[src/rtl/inst_encoder.sv]
// RV32 instruction encoder with a single-entry valid/ready output register.
// Packs R/I/S/B/U/J fields and flags immediates that the chosen format cannot represent.
//
// state    | meaning
// ST_EMPTY | no word held, out_valid=0
// ST_FULL  | encoded word held on inst/range_err, out_valid=1
module inst_encoder #(
  parameter int COUNT_W = 16
) (
  input  logic               clk,
  input  logic               rst_n,
  input  logic               in_valid,
  output logic               in_ready,
  input  logic [2:0]         fmt,
  input  logic [6:0]         opcode,
  input  logic [4:0]         rd,
  input  logic [4:0]         rs1,
  input  logic [4:0]         rs2,
  input  logic [2:0]         funct3,
  input  logic [6:0]         funct7,
  input  logic [31:0]        imm,
  output logic               out_valid,
  input  logic               out_ready,
  output logic [31:0]        inst,
  output logic               range_err,
  output logic [COUNT_W-1:0] enc_count
);

  localparam logic [0:0] ST_EMPTY = 1'b0;
  localparam logic [0:0] ST_FULL  = 1'b1;

  localparam logic [2:0] FMT_R = 3'd0;
  localparam logic [2:0] FMT_I = 3'd1;
  localparam logic [2:0] FMT_S = 3'd2;
  localparam logic [2:0] FMT_B = 3'd3;
  localparam logic [2:0] FMT_U = 3'd4;
  localparam logic [2:0] FMT_J = 3'd5;

  logic [0:0]  state;
  logic [31:0] enc_word;
  logic        enc_err;
  logic        accept;
  logic        drain;

  assign out_valid = (state == ST_FULL);
  assign in_ready  = !out_valid || out_ready;
  assign accept    = in_valid && in_ready;
  assign drain     = out_valid && out_ready;

  // Sign-extension checks: the bits above the field's sign bit must all match it.
  always_comb begin
    enc_word = 32'h0;
    enc_err  = 1'b0;
    case (fmt)
      FMT_R: enc_word = {funct7, rs2, rs1, funct3, rd, opcode};
      FMT_I: begin
        enc_word = {imm[11:0], rs1, funct3, rd, opcode};
        enc_err  = !((&imm[31:11]) || !(|imm[31:11]));
      end
      FMT_S: begin
        enc_word = {imm[11:5], rs2, rs1, funct3, imm[4:0], opcode};
        enc_err  = !((&imm[31:11]) || !(|imm[31:11]));
      end
      FMT_B: begin
        enc_word = {imm[12], imm[10:5], rs2, rs1, funct3, imm[4:1], imm[11], opcode};
        enc_err  = !((&imm[31:12]) || !(|imm[31:12])) || imm[0];
      end
      FMT_U: begin
        enc_word = {imm[31:12], rd, opcode};
        enc_err  = |imm[11:0];
      end
      FMT_J: begin
        enc_word = {imm[20], imm[10:1], imm[11], imm[19:12], rd, opcode};
        enc_err  = !((&imm[31:20]) || !(|imm[31:20])) || imm[0];
      end
      default: begin
        enc_word = 32'h0;
        enc_err  = 1'b1;
      end
    endcase
  end

  always_ff @(posedge clk or negedge rst_n) begin
    if (!rst_n) begin
      state     <= ST_EMPTY;
      inst      <= 32'h0;
      range_err <= 1'b0;
    end else if (accept) begin
      state     <= ST_FULL;
      inst      <= enc_word;
      range_err <= enc_err;
    end else if (drain) begin
      state <= ST_EMPTY;
    end
  end

  always_ff @(posedge clk or negedge rst_n) begin
    if (!rst_n) begin
      enc_count <= '0;
    end else if (drain) begin
      enc_count <= enc_count + COUNT_W'(1);
    end
  end

endmodule

[config.mk]
export PLATFORM = sky130hd
export DESIGN_NAME = inst_encoder
export DESIGN_NICKNAME = d
export VERILOG_FILES = /design/src/rtl/inst_encoder.sv
export SDC_FILE = /design/constraint.sdc
export NUM_CORES = 1
export LEC_CHECK = 0
export CORE_AREA = 2 2 94 96
export DETAILED_ROUTE_END_ITERATION = 7
export DIE_AREA = 0 0 96 98
export HOLD_SLACK_MARGIN = 0.06
export PLACE_DENSITY = 0.63
export SLEW_MARGIN = 10
export SYNTH_ARGS = -nofsm -noshare
export SYNTH_HDL_FRONTEND = slang
export SYNTH_SLANG_ARGS = --single-unit
[constraint.sdc]
create_clock -name clk -period 1.7 [get_ports clk]
set_clock_uncertainty 0.05 [all_clocks]
set_input_delay 0.34 -clock clk [delete_from_list [all_inputs] [get_ports clk]]
set_output_delay 0.34 -clock clk [all_outputs]
set_load 0.01 [all_outputs]
==> qor.csv, run 1 <==
metric,value,unit
max_cap_violations,0,
num_vias,2740,
end_kind,output pin,
p_seq_share,42.1,%
grt_pass1_vias,2695,
cts_buffers,5,
drc_errors,0,
p_total,3.524,mW
finalHoldViolations,0,
nFillCells,812,
wl,8319,um
nets,523,
period_share,97.76,%
yosysMostFrequentCell,dfrtp_1,
syn_area,2614,um^2
die_area,9408,um^2
crit_buf_inv,1,
cp.arrival,1.27,ns
p_sw,1.073,mW
grt_max_degree,27,
async_reset_ff_share,100.0,%
port_buffers,121,
clkSlewWorstSetupHoldPaths,0.10,ns
yosys.area.top_type,dfrtp_1,
internal_power,2.451,mW
final_area,4527,um^2
cts.sinks,50,
ys_seq_area_share,47.87,%
antenna_found_initial,0,
routed_via_density,4.893,
ys_types,38,
netlist.area_leader.share,47.87,%
dieWidth,96,um
drive_gt1_share,18.36,%
combPwrFrac,37.3,%
start_util,30.87,%
setup_slack,0.03814,ns
swShare,30.45,%
max_freq,0.6017,GHz
ys_ff_latch,50,
ys.flop_type,dfrtp_1,
synth_common_cells,"dfrtp_1 (50), nand2_1 (31), a21oi_1 (25)",
critPathLaunch,enc_count[10],
synth.area.top_cells,"dfrtp_1 (48%), a21oi_1 (4.8%), nand2_1 (4.5%)",
r2r_start,enc_count[4],
path_delay_family,buffers and inverters,
dpl_cell_area,4240,um^2
placed_cells,535,
synth.yosys.warnings,0,
cts_max_level,2,
hold_path.class,flip-flop to flip-flop,
ir_drop,0.3998,mV
cpPeakStageDelay,0.56,ns
finalSetupViolCount,0,
critPathMaxFanout,4,
grt_usage,17.58,%
p_leak,2.028,nW
diodes,0,
maxSlewViolCount,0,
power_density,778.6,nW/um^2
status,finished clean,
synth-edff-count,0,
syn2layout_area_growth,73.19,%
die_y,98,um
netlist_instances,278,
io_pins,122,
insertion_delay,0.30,ns
root_buffer,clkbuf_8,
grt.overflow.total,0,
clockBufferDepth,2,
crit_required,1.31,ns
gp_congestion,0.8472,
stdcell_count,560,
critical_path_class,flip-flop to output pin,
worstPathCellList,clkdlybuf4s50_1,
rows,34,
grt_pass1_wl,13170,um
slew_headroom,61.55,%
post_drt_wl_per_cell,14.86,um
clkPwrFrac,20.6,%
syn_avg_cell_area,9.402,um^2
cp_slowest_cell,clkdlybuf4s50_1,
min_from,enc_count[15],
place_ws,-0.3305,ns
worst_pin_slew,0.5767,ns
drt_first_pass_iters,4,
core-area,8466,um^2
synth_nets,350,
cp-start-kind,flip-flop,
antenna_left,0,
place_hpwl,6501,um
cts_tree,done,
drt_iter0_markers,62,
min_period,1.662,ns
-- stage by stage --
stage / utilization [%] / hold slack, ns / setup TNS [ns]
2_1_floorplan: - / -0.005591 / 0
3_3_place_gp: 50.09 / 0.3187 / -8.828
3_5_place_dp: 50.09 / 0.3277 / -8.269
4_1_cts: 51.64 / 0.4254 / 0
5_1_grt: 53.47 / 0.4403 / -0.05923
6_report: 53.47 / 0.4183 / 0
-- routing by layer --
layer | vias to the layer above | GRT usage (%) | wire length [um]
met4 | 0 | 4.945 | 89
met1 | 1294 | 23.43 | 3696
met5 | - | 0 | 0
li1 | 1350 | - | -
met2 | 86 | 29.17 | 4166
met3 | 10 | 2.932 | 366
-- power groups by stage --
stage / combinational, mW / sequential, mW / clock [mW]
after floorplan: 0.345 / 1.61 / 0
after global placement: 1.15 / 1.54 / 0
after detailed placement: 1.17 / 1.55 / 0
after CTS: 1.27 / 1.49 / 0.757
after global routing: 1.43 / 1.51 / 0.800
final: 1.32 / 1.48 / 0.725
-- flip-flops by register name, indices dropped and copies added (netlist names) --
name and count:
enc_count 16, out_valid 1, inst 32, range_err 1
-- layout by cell type, fill, tap and decap left out, types with 10 or more instances in the layout --
| cell type | n |
|---|---|
| clkdlybuf4s50_1 | 112 |
| buf_4 | 57 |
| dfrtp_1 | 50 |
| nand2_1 | 30 |
| a21oi_1 | 25 |
| nor2_1 | 18 |
| o21ai_0 | 17 |
| xnor2_1 | 11 |
| a22o_1 | 11 |
| nand4_1 | 10 |
-- logic make-up (layout without fill, tap and decap cells) --
kind of cell    after synthesis  in the layout  synth area share [%]
flops                        50             50                 47.87
buf+inv                      27            201                 4.500
fa+ha+maj                     1              1                0.4786
simple gates                 96             96                 18.57
xor+xnor                     16             16                 5.361
compound gates               80             80                 20.06
mux                           8              8                 3.159
-- worst paths after layout --
path                                       to  slack [ns]  cells after the start
max in group asynchronous           out_valid        0.55                      3
worst min-delay path            enc_count[15]        0.42                      1
worst max register to register  enc_count[14]        0.15                      6
min in group asynchronous            inst[29]        0.51                      2
worst min register to register  enc_count[15]        0.42                      1
worst max-delay path            enc_count[10]        0.04                      1
-- cell type report --
| cell class | count | area, um^2 | share of cell area (%) |
|---|---|---|---|
| Timing Repair Buffer | 183 | 1723 | 38.06 |
| Multi-Input combinational cell | 201 | 1287 | 28.44 |
| Sequential cell | 50 | 1251 | 27.64 |
| Tap cell | 108 | 135.1 | 2.985 |
| Clock buffer | 5 | 68.82 | 1.520 |
| Inverter | 10 | 37.54 | 0.8292 |
| Clock inverter | 3 | 23.77 | 0.5252 |
-- repair_timing --
item / 4_1_cts / 5_1_grt
resized for setup: 1 / 18
hold buffers: 1 / 0
pin swaps: 0 / 1
endpoints found under the setup margin: 5 / 32
setup buffers: 4 / 12
hold endpoints to repair: 21 / 0
(Power assumes the default switching activity.)
==> run 2: changes to the inputs <==
Settings changed: HOLD_SLACK_MARGIN 0.06 to 0.02.
==> results of run 2 <==
The final DEF is identical to that of run 1; final timing and power are the same.
==> run 3: changes to the inputs <==
Settings changed: CORE_AREA 2 2 94 96 to 4 4 85 87, DIE_AREA 0 0 96 98 to 0 0 89 91, PLACE_DENSITY 0.63 to 0.84.
==> run 3 against run 2 <==
Sequential share of layout area rose by 0.67 points. Core utilization up 16 points. Final cell count fell by 5.7%. Die area shrank 14%. First-iteration DRC count rose by 53%. Register-to-register slack is essentially flat. Clock power shrank 5.0%. Clock-buffer cell count is 1 higher. Fmax is 2.0% lower. Cell area is 2.2% lower. Critical endpoint is now range_err.
==> qor.csv, run 3 (synthesis gave the netlist of run 1 again) <==
metric,value,unit,change
antenna_left,0,,unchanged
critPathLaunch,imm[9],,
grt_max_degree,51,,+89%
hold_path.class,flip-flop to flip-flop,,
slew_headroom,67.07,%,+5.5 points
cts_tree,done,,
r2r_end,range_err,,
start_util,41.16,%,+10 points
worstPathCellList,clkdlybuf4s50_1 > or4_1 > nor3_2 > a2111oi_2 > a21oi_1 > o211ai_1,,
end_kind,flip-flop,,
cp_slowest_cell,or4_1,,
largest_reg_flops,32,,unchanged
place_hpwl,6555,um,+0.83%
clkPwrFrac,19.7,%,-0.9 points
stdcell_count,528,,-5.7%
maxSlewViolCount,0,,unchanged
p_sw,1.053,mW,-1.9%
finalSetupTns,0,ns,unchanged
combPwrFrac,37.3,%,about the same
crit_buf_inv,1,,unchanged
p_leak,1.934,nW,-4.6%
drt_first_pass_iters,4,,unchanged
grt.overflow.total,0,,unchanged
cts_max_level,2,,unchanged
ff2ff_path_depth,7,,+1
internal_power,2.447,mW,-0.15%
swShare,30.07,%,-0.38 points
power_density,790.2,nW/um^2,+1.5%
nets,522,,-0.19%
cp-start-kind,input port,,
insertion_delay,0.30,ns,about the same
post_drt_wl_per_cell,16.20,um,+9.0%
max_freq,0.5896,GHz,-2.0%
dieWidth,89,um,-7.3%
die_area,8099,um^2,-14%
crit_path_end,range_err,,
max_cap_violations,0,,unchanged
layout_commonest_cell,clkdlybuf4s50_1,,
port_buffers,121,,unchanged
rows,29,,-15%
grt_usage,21.18,%,+3.6 points
top_register,inst,,
grt_pass1_wl,13610,um,+3.3%
place_ws,-0.4207,ns,-0.09025 ns
drc_errors,0,,unchanged
syn2layout_area_growth,69.46,%,
clkSlewWorstSetupHoldPaths,0.09,ns,about the same
critPathMaxFanout,3,,-1
period_share,99.78,%,+2.0 points
path_depth,6,,+5
p_total,3.500,mW,-0.70%
core-area,6350,um^2,-25%
cp.arrival,1.83,ns,+0.56 ns
ir_drop,0.6425,mV,+61%
final_cell_mix,"clkdlybuf4s50_1 (114), buf_4 (59), dfrtp_1 (48), nand2_1 (30), a21oi_1 (24)",,
status,finished clean,,
drive_gt1_share,18.40,%,+0.041 points
r2r_start,out_valid,,
finalHoldViolations,0,,unchanged
finalSetupViolCount,0,,unchanged
gp_congestion,0.8893,,+5.0%
rsz0062_at_grt,true,,
min_period,1.696,ns,+0.03433 ns
cpPeakStageDelay,0.54,ns,-0.02 ns
clockBufferDepth,2,,unchanged
num_vias,2829,,+3.2%
top_regs,"inst x32, enc_count x16",,
p_seq_share,43.0,%,+0.9 points
root_buffer,clkbuf_8,,
drt_iter0_markers,95,,+53%
critical_path_class,input port to flip-flop,,
reg2reg_slack,0.14,ns,about the same
wl,8553,um,+2.8%
grt_pass1_vias,2864,,+6.3%
die_y,91,um,-7.1%
io_pins,122,,unchanged
worst_pin_slew,0.4917,ns,-0.08500 ns
routed_via_density,5.358,,+9.5%
placed_cells,506,,-5.4%
path_delay_family,simple AND/OR/NAND/NOR gates,,
diodes,0,,unchanged
crit_required,1.83,ns,+0.52 ns
antenna_found_initial,0,,unchanged
cts.sinks,50,,unchanged
setup_slack,0.003806,ns,-0.03433 ns
cts_buffers,5,,unchanged
-- run 3: worst min-delay path by stage --
stage                     startpoint            to  slack, ns  cells after the start
after floorplan                rst_n  enc_count[0]     -0.006                      0
final                       inst[29]      inst[29]       0.43                      2
after global routing         inst[8]       inst[8]       0.46                      2
after CTS                    inst[8]       inst[8]       0.44                      2
after detailed placement       rst_n  enc_count[2]       0.30                      2
after global placement         rst_n  enc_count[3]       0.30                      2
-- run 3: per-stage QoR --
| step | hold slack [ns] | cell area (um^2) | utilization (%) |
|---|---|---|---|
| 2_1_floorplan | -0.005591 | 2614 | - |
| 3_3_place_gp | 0.2998 | 4204 | 66.21 |
| 3_5_place_dp | 0.3043 | 4204 | 66.21 |
| 4_1_cts | 0.4407 | 4348 | 68.47 |
| 5_1_grt | 0.4612 | 4429 | 69.75 |
| 6_report | 0.4324 | 4429 | 69.75 |
-- run 3: cell type report --
type | instances | area, um^2
Timing Repair Buffer | 182 | 1672
Tap cell | 77 | 96.34
Clock inverter | 2 | 13.76
Fill cell | 508 | 1921
Sequential cell | 50 | 1254
Inverter | 10 | 37.54
Clock buffer | 6 | 72.57
Multi-Input combinational cell | 201 | 1284
-- run 3: power groups by stage --
| stage | Combinational [mW] | Clock [mW] | Sequential, mW |
|---|---|---|---|
| 3_3_place_gp | 1.13 | 0 | 1.54 |
| 4_1_cts | 1.21 | 0.712 | 1.51 |
| 2_1_floorplan | 0.345 | 0 | 1.61 |
| 3_5_place_dp | 1.16 | 0 | 1.55 |
| 6_report | 1.30 | 0.689 | 1.51 |
| 5_1_grt | 1.42 | 0.760 | 1.53 |
-- run 3: tightest hold or removal path, stage by stage (launching register included) --
cell and delay (ns):
dfrtp_1 0.35, nand2_1 0.04, o21ai_0 0.06
-- run 3: metal layers --
metal	vias up	GRT usage [%]	wire (um)
met5	-	0	0
met4	0	6.203	129
met3	9	5.882	740
met2	126	35.71	4306
met1	1341	26.19	3376
li1	1353	-	-
-- run 3: repair_timing --
item	in CTS	in global routing
setup buffers	2	11
endpoints found under the setup margin	25	14
hold endpoints to repair	50	0
hold buffers	1	0
pin swaps	3	2
resized for setup	14	3
